## src/rtl/ram_wb_b3_arbiter.sv

```systemverilog
// Two-master Wishbone B3 arbiter in front of a single RAM slave.
// Grant is held for the whole cyc, so bursts stay intact; an optional watchdog aborts stalls with err.
module ram_wb_b3_arbiter #(
   parameter int unsigned dw      = 32,
   parameter int unsigned aw      = 32,
   parameter int unsigned TIMEOUT = 0,
   parameter int unsigned TO_W    = 8
) (
   input  logic          wb_clk_i,
   input  logic          wb_rst_n_i,
   // master 0
   input  logic [aw-1:0] m0_adr_i,
   input  logic [1:0]    m0_bte_i,
   input  logic [2:0]    m0_cti_i,
   input  logic          m0_cyc_i,
   input  logic          m0_stb_i,
   input  logic          m0_we_i,
   input  logic [3:0]    m0_sel_i,
   input  logic [dw-1:0] m0_dat_i,
   output logic [dw-1:0] m0_dat_o,
   output logic          m0_ack_o,
   output logic          m0_err_o,
   output logic          m0_rty_o,
   // master 1
   input  logic [aw-1:0] m1_adr_i,
   input  logic [1:0]    m1_bte_i,
   input  logic [2:0]    m1_cti_i,
   input  logic          m1_cyc_i,
   input  logic          m1_stb_i,
   input  logic          m1_we_i,
   input  logic [3:0]    m1_sel_i,
   input  logic [dw-1:0] m1_dat_i,
   output logic [dw-1:0] m1_dat_o,
   output logic          m1_ack_o,
   output logic          m1_err_o,
   output logic          m1_rty_o,
   // slave
   output logic [aw-1:0] s_adr_o,
   output logic [1:0]    s_bte_o,
   output logic [2:0]    s_cti_o,
   output logic          s_cyc_o,
   output logic          s_stb_o,
   output logic          s_we_o,
   output logic [3:0]    s_sel_o,
   output logic [dw-1:0] s_dat_o,
   input  logic          s_ack_i,
   input  logic          s_err_i,
   input  logic          s_rty_i,
   input  logic [dw-1:0] s_dat_i
);

   typedef enum logic [1:0] {
      StIdle = 2'd0,
      StGnt0 = 2'd1,
      StGnt1 = 2'd2
   } state_e;

   localparam bit              WdEn   = (TIMEOUT != 0);
   localparam logic [TO_W-1:0] WdLast = WdEn ? TO_W'(TIMEOUT - 1) : '0;

   state_e          r_state;
   state_e          w_state_d;
   logic            r_last;
   logic            w_last_d;
   logic [TO_W-1:0] r_wd_cnt;
   logic [TO_W-1:0] w_wd_cnt_d;

   logic            w_gnt0;
   logic            w_gnt1;
   logic            w_cyc;
   logic            w_stb;
   logic            w_resp;
   logic            w_wd_fire;

   always_ff @(posedge wb_clk_i or negedge wb_rst_n_i) begin
      if (!wb_rst_n_i) begin
         r_state  <= StIdle;
         r_last   <= 1'b1;
         r_wd_cnt <= '0;
      end else begin
         r_state  <= w_state_d;
         r_last   <= w_last_d;
         r_wd_cnt <= w_wd_cnt_d;
      end
   end

   // r_last names the master that most recently released; ties go to the other one.
   always_comb begin
      w_state_d = r_state;
      w_last_d  = r_last;
      case (r_state)
         StIdle: begin
            if (m0_cyc_i && m1_cyc_i) begin
               w_state_d = r_last ? StGnt0 : StGnt1;
            end else if (m0_cyc_i) begin
               w_state_d = StGnt0;
            end else if (m1_cyc_i) begin
               w_state_d = StGnt1;
            end
         end
         StGnt0: begin
            if (!m0_cyc_i) begin
               w_last_d  = 1'b0;
               w_state_d = m1_cyc_i ? StGnt1 : StIdle;
            end
         end
         StGnt1: begin
            if (!m1_cyc_i) begin
               w_last_d  = 1'b1;
               w_state_d = m0_cyc_i ? StGnt0 : StIdle;
            end
         end
         default: w_state_d = StIdle;
      endcase
   end

   assign w_gnt0 = (r_state == StGnt0);
   assign w_gnt1 = (r_state == StGnt1);
   assign w_cyc  = (w_gnt0 & m0_cyc_i) | (w_gnt1 & m1_cyc_i);
   assign w_stb  = (w_gnt0 & m0_stb_i) | (w_gnt1 & m1_stb_i);
   assign w_resp = s_ack_i | s_err_i | s_rty_i;

   assign w_wd_fire = WdEn && (r_wd_cnt == WdLast) && w_stb && !w_resp;

   always_comb begin
      w_wd_cnt_d = r_wd_cnt;
      if (!WdEn || (w_state_d != r_state) || w_resp || !w_stb || w_wd_fire) begin
         w_wd_cnt_d = '0;
      end else if (r_wd_cnt != '1) begin
         w_wd_cnt_d = r_wd_cnt + 1'b1;
      end
   end

   // Idle parks the address/data path on master 0; cyc/stb stay low.
   always_comb begin
      if (w_gnt1) begin
         s_adr_o = m1_adr_i;
         s_bte_o = m1_bte_i;
         s_cti_o = m1_cti_i;
         s_we_o  = m1_we_i;
         s_sel_o = m1_sel_i;
         s_dat_o = m1_dat_i;
      end else begin
         s_adr_o = m0_adr_i;
         s_bte_o = m0_bte_i;
         s_cti_o = m0_cti_i;
         s_we_o  = m0_we_i;
         s_sel_o = m0_sel_i;
         s_dat_o = m0_dat_i;
      end
   end

   assign s_cyc_o = w_cyc;
   assign s_stb_o = w_stb & ~w_wd_fire;

   assign m0_dat_o = s_dat_i;
   assign m1_dat_o = s_dat_i;

   assign m0_ack_o = w_gnt0 & s_ack_i;
   assign m0_err_o = w_gnt0 & (s_err_i | w_wd_fire);
   assign m0_rty_o = w_gnt0 & s_rty_i;

   assign m1_ack_o = w_gnt1 & s_ack_i;
   assign m1_err_o = w_gnt1 & (s_err_i | w_wd_fire);
   assign m1_rty_o = w_gnt1 & s_rty_i;

endmodule
```

## config.mk

```make
export PLATFORM = sky130hd
export DESIGN_NAME = ram_wb_b3_arbiter
export DESIGN_NICKNAME = d
export VERILOG_FILES = /design/src/rtl/ram_wb_b3_arbiter.sv
export SDC_FILE = /design/constraint.sdc
export NUM_CORES = 1
export LEC_CHECK = 0
export ABC_AREA = 1
export ABC_CLOCK_PERIOD_IN_PS = 1200
export CORE_AREA = 4 4 127 129
export CTS_BUF_LIST = sky130_fd_sc_hd__clkbuf_2
export DETAILED_ROUTE_END_ITERATION = 10
export DIE_AREA = 0 0 131 133
export DONT_BUFFER_PORTS = 1
export PLACE_DENSITY_LB_ADDON = 0.1
export SLEW_MARGIN = 10
export SYNTH_ARGS = -nofsm -noshare
export SYNTH_HDL_FRONTEND = slang
export SYNTH_SLANG_ARGS = --single-unit
```

## constraint.sdc

```tcl
create_clock -name wb_clk_i -period 1.2 [get_ports wb_clk_i]
set_input_delay 0.24 -clock wb_clk_i [delete_from_list [all_inputs] [get_ports wb_clk_i]]
set_output_delay 0.24 -clock wb_clk_i [all_outputs]
set_load 0.05 [all_outputs]
```

== Word-level counts from Yosys, hierarchy flattened ==
Index checks and enable logic that the tools add are counted.
Word-level totals
  register bits: 3
  input bits: 189
  output and inout port bits: 146
  word-level logic and storage cells: 42
Operators by class
  equality and inequality tests: 5
  multiplexer cells: 18
  bitwise gates (word level): 12
  reduce and logical (&&, ||, !) cells: 5
Operators with widths (number)
  two-way mux 32 bit: 2
  two-way mux 2 bit: 8
  bitwise AND 1 bit: 10
  case mux 2 bit (3 select lines): 1
  AND reduction 3 bit: 2
  two-way mux 1 bit: 4
  two-way mux 4 bit: 1
  inequality test 2 bit (second input constant): 2
  inequality test 4 bit (second input constant): 1
  two-way mux 3 bit: 1
  == test 2 x 1 -> 1 bit (second input constant): 1
  == test 2 bit (second input constant): 1
  logical NOT 2 bit: 1
  OR 1 bit: 2
  case mux 1 bit (2 select lines): 1
  nonzero test 2 bit: 1
  logical AND 1 bit: 1

== Longest topological paths before layout ==
Gate-level depths: netlist of run 1.
  depth in word-level cells: 4
  gate-level depth with buffers: 7

== Worst setup path before layout of run 1 ==
Ideal clock, no wire load.
  kind: register to output
  from: register r_state[1]
  to: output m0_ack_o
  arrival time: 1.384 ns
  path slack: -0.424 ns
  cell stages (with the launch flop): 5
  buffers on the path: 1
  cells stage by stage: dfrtp_1 buf_4 nor2_1 inv_1 nor2_1
On the way
  cells in the longest elaborated chain, start to end: 2
RTL lines
  start: declaration: line 61  | state_e r_state;
  start signal: assignment: line 77  | r_state <= StIdle;
  start signal: assignment: line 81  | r_state <= w_state_d;
  == test 2 x 1 -> 1 bit: line 117  | assign w_gnt0 = (r_state == StGnt0);
  bitwise AND 1 bit: line 159  | assign m0_ack_o = w_gnt0 & s_ack_i;
  end: declaration: line 21  | output logic m0_ack_o,
No other way between the ends.

== Worst setup path in the final report of run 1 ==
  from: register r_state[1]
  to: output s_adr_o[26]
On the way
  cells in the longest elaborated chain, start to end: 2
RTL lines
  == test 2 bit: line 118  | assign w_gnt1 = (r_state == StGnt1);
  two-way mux 32 bit: line 136  | if (w_gnt1) begin
  end: declaration: line 38  | output logic [aw-1:0] s_adr_o,
No other way between the ends.

==> results of run 1 <==
-- cell type report --
class                           count  share of cell area
Tap cell                          188              0.0633
Timing Repair Buffer               52               0.247
Multi-Input combinational cell    251               0.653
Clock buffer                        4             0.00539
Sequential cell                     3              0.0209
Inverter                            9              0.0104
-- worst max-delay path: cells and delay by family (launching register included) --
family / cells / cell delay, ns
flops: 1 / 0.47
buf+inv: 2 / 0.33
simple gates: 3 / 0.34
-- cells by family (layout without fill, tap and decap cells) --
| kind of cell | count (synthesis) | count (layout) | share of synthesized area |
|---|---|---|---|
| AND/OR/NAND/NOR | 249 | 249 | 0.580 |
| AO/OA/AOI/OAI | 2 | 2 | 0.00559 |
| buffers and inverters | 98 | 65 | 0.372 |
| flip-flops | 3 | 3 | 0.0426 |
-- routing by layer --
layer,up-vias,track usage,wire length (µm)
li1,987,-,-
met1,1021,0.0870,3430
met2,169,0.185,5890
met3,19,0.0218,1010
met4,0,0.0251,136
met5,-,0,0
-- metrics by stage --
step	area [µm²]	setup TNS [ns]
global placement	2400	-14.09
detailed placement	2400	-13.97
global route	3720	-34.83
floorplan	2410	-7.90
finish	3720	-31.02
CTS	2900	-31.28
-- final timing paths --
check                            from  cells past startpoint           to  slack [ns]
setup reg to reg           r_state[1]                      7   r_state[0]       -0.09
max in group asynchronous  wb_rst_n_i                      1       r_last        0.70
hold reg to reg                r_last                      2       r_last        0.50
setup / recovery           r_state[1]                      5  s_adr_o[26]       -0.41
min in group asynchronous  wb_rst_n_i                      1   r_state[1]        0.27
hold / removal               m1_cyc_i                      1       r_last        0.09
-- report_power, final --
group	switching (µW)	total [µW]	internal [µW]
combinational	9050	13500	4470
sequential	67.3	235	168
clock	62.9	151	88.1
-- sequential cells by signal, summed over array words and instances (netlist names) --
register and cells:
r_state 2, r_last 1
-- synth_stat cells --
master,n,area (µm²)
nand2_1,157,589
nand3_1,81,405
buf_4,66,495
buf_2,16,80.1
nor2_1,10,37.5
inv_1,8,30.0
buf_6,4,45.0
clkbuf_1,3,11.3
dfrtp_1,2,50.1
o21ai_0,2,10.0
dfstp_2,1,26.3
inv_2,1,3.75
nand2_2,1,6.26
-- repair_timing --
item,CTS,global route
endpoints found under the hold margin,3,0
resized for setup,69,129
gates cloned,6,9
hold buffers,1,0
pin swaps,43,62
setup buffers,6,3
endpoints found under the setup margin,85,84
==> metrics, run 1 <==
total power 13,900 µW; commonest non-fill, non-tap cell in the layout nand2_4; Nets 509; wire per inst 20.6 µm; Syn Area/Cell 5.09 µm²; Slew headroom 0.876; number of I/O pins 335; PnR worst setup slack -0.407 ns; num rows 45; number of global-route vias before repair 2,183; clk_lat worst skew 0.22 ns; initial drt markers 50; crit path time final 1.61 ns; Slew Viols, Final 0; final worst-path cycle share 1.34; gr usage total 0.0909; vias 2,196; utilization after layout 0.247; clk_skew 0.0137 ns; filler cell count 1,591; crit path max fanout 6; register area 77.6 µm²; GRT overflow 0; RSZ-0062 raised after global routing yes; final-report hold violation count 0; netlist area before placement 1790 µm²; Routed Antenna Nets 0; Critical Path AT 1.37 ns; starting density of the core 0.119; Worst path max stage delay 0.47 ns; fmax 622 MHz; Setup Viol. Count Final 84; Syn Nets 541; failing checks negative setup slack; critical-path cell list nand2_8, buf_12, clkbuf_16, nand2_2, nand2_4; first-pass GRT wire length 12,400 µm; Crit Path Category reg2out; CTS Sinks 3; DIE WIDTH 131 µm; Hold Worst Slack 0.0883 ns; DR pass1 iterations 5; Hold WC Path Type in2reg; Synth cell types 13; dpl hpwl 6560 µm; Area Growth Syn to Fin 108%; status finished with violations; register bit total from synthesis 3; cell count after synthesis 352; peak supply drop 1.31 mV; H-tree depth 1; area of the multi-input gates 2430 µm²; input/output buffers 0; CTS tree done; Root Buffer clkbuf_2; register area share after synthesis 0.0426; Cells after DPL 478; post-DR vias/cell 4.33; largest net degree at the start of global routing 34; n_diodes 0; Worst Tran Pin Value 0.186 ns; CTS Buf Count 3; initial antenna violation count 0; # DRC 0; die area 17,400 µm²; CP Capture Type output pin; CP required 0.96 ns; max_cap viols 0; Leak Pwr 0.00151 µW; Core Area 15,000 µm²; most frequent cells in the layout nand2_4, nand2_2, nand3_1, nand3_2, nand2_8; Die Span Y 133 µm; Critical-path top delay cell dfrtp_2; non-filler cells in the finished layout 507; GPL Wtd Cong 0.656; Reg clk slew, reported paths 0.06 ns; Max clock buf depth 2; Setup crit start kind register; WL final 10,500 µm; layout cells sized above 1 0.818; setup slack at placement -0.209 ns; Yosys warnings 0; Power Dens Cells 3740 nW/µm²
Power figures use the tool's default switching activity.
==> inputs of run 2 (changes only) <==
--- a/config.mk
+++ b/config.mk
@@ -13,7 +13,7 @@
 export DIE_AREA = 0 0 131 133
 export DONT_BUFFER_PORTS = 1
 export PLACE_DENSITY_LB_ADDON = 0.1
-export SLEW_MARGIN = 10
+export SLEW_MARGIN = 40
 export SYNTH_ARGS = -nofsm -noshare
 export SYNTH_HDL_FRONTEND = slang
 export SYNTH_SLANG_ARGS = --single-unit
==> results of run 2 <==
The final DEF is identical to that of run 1; final timing and power are the same.
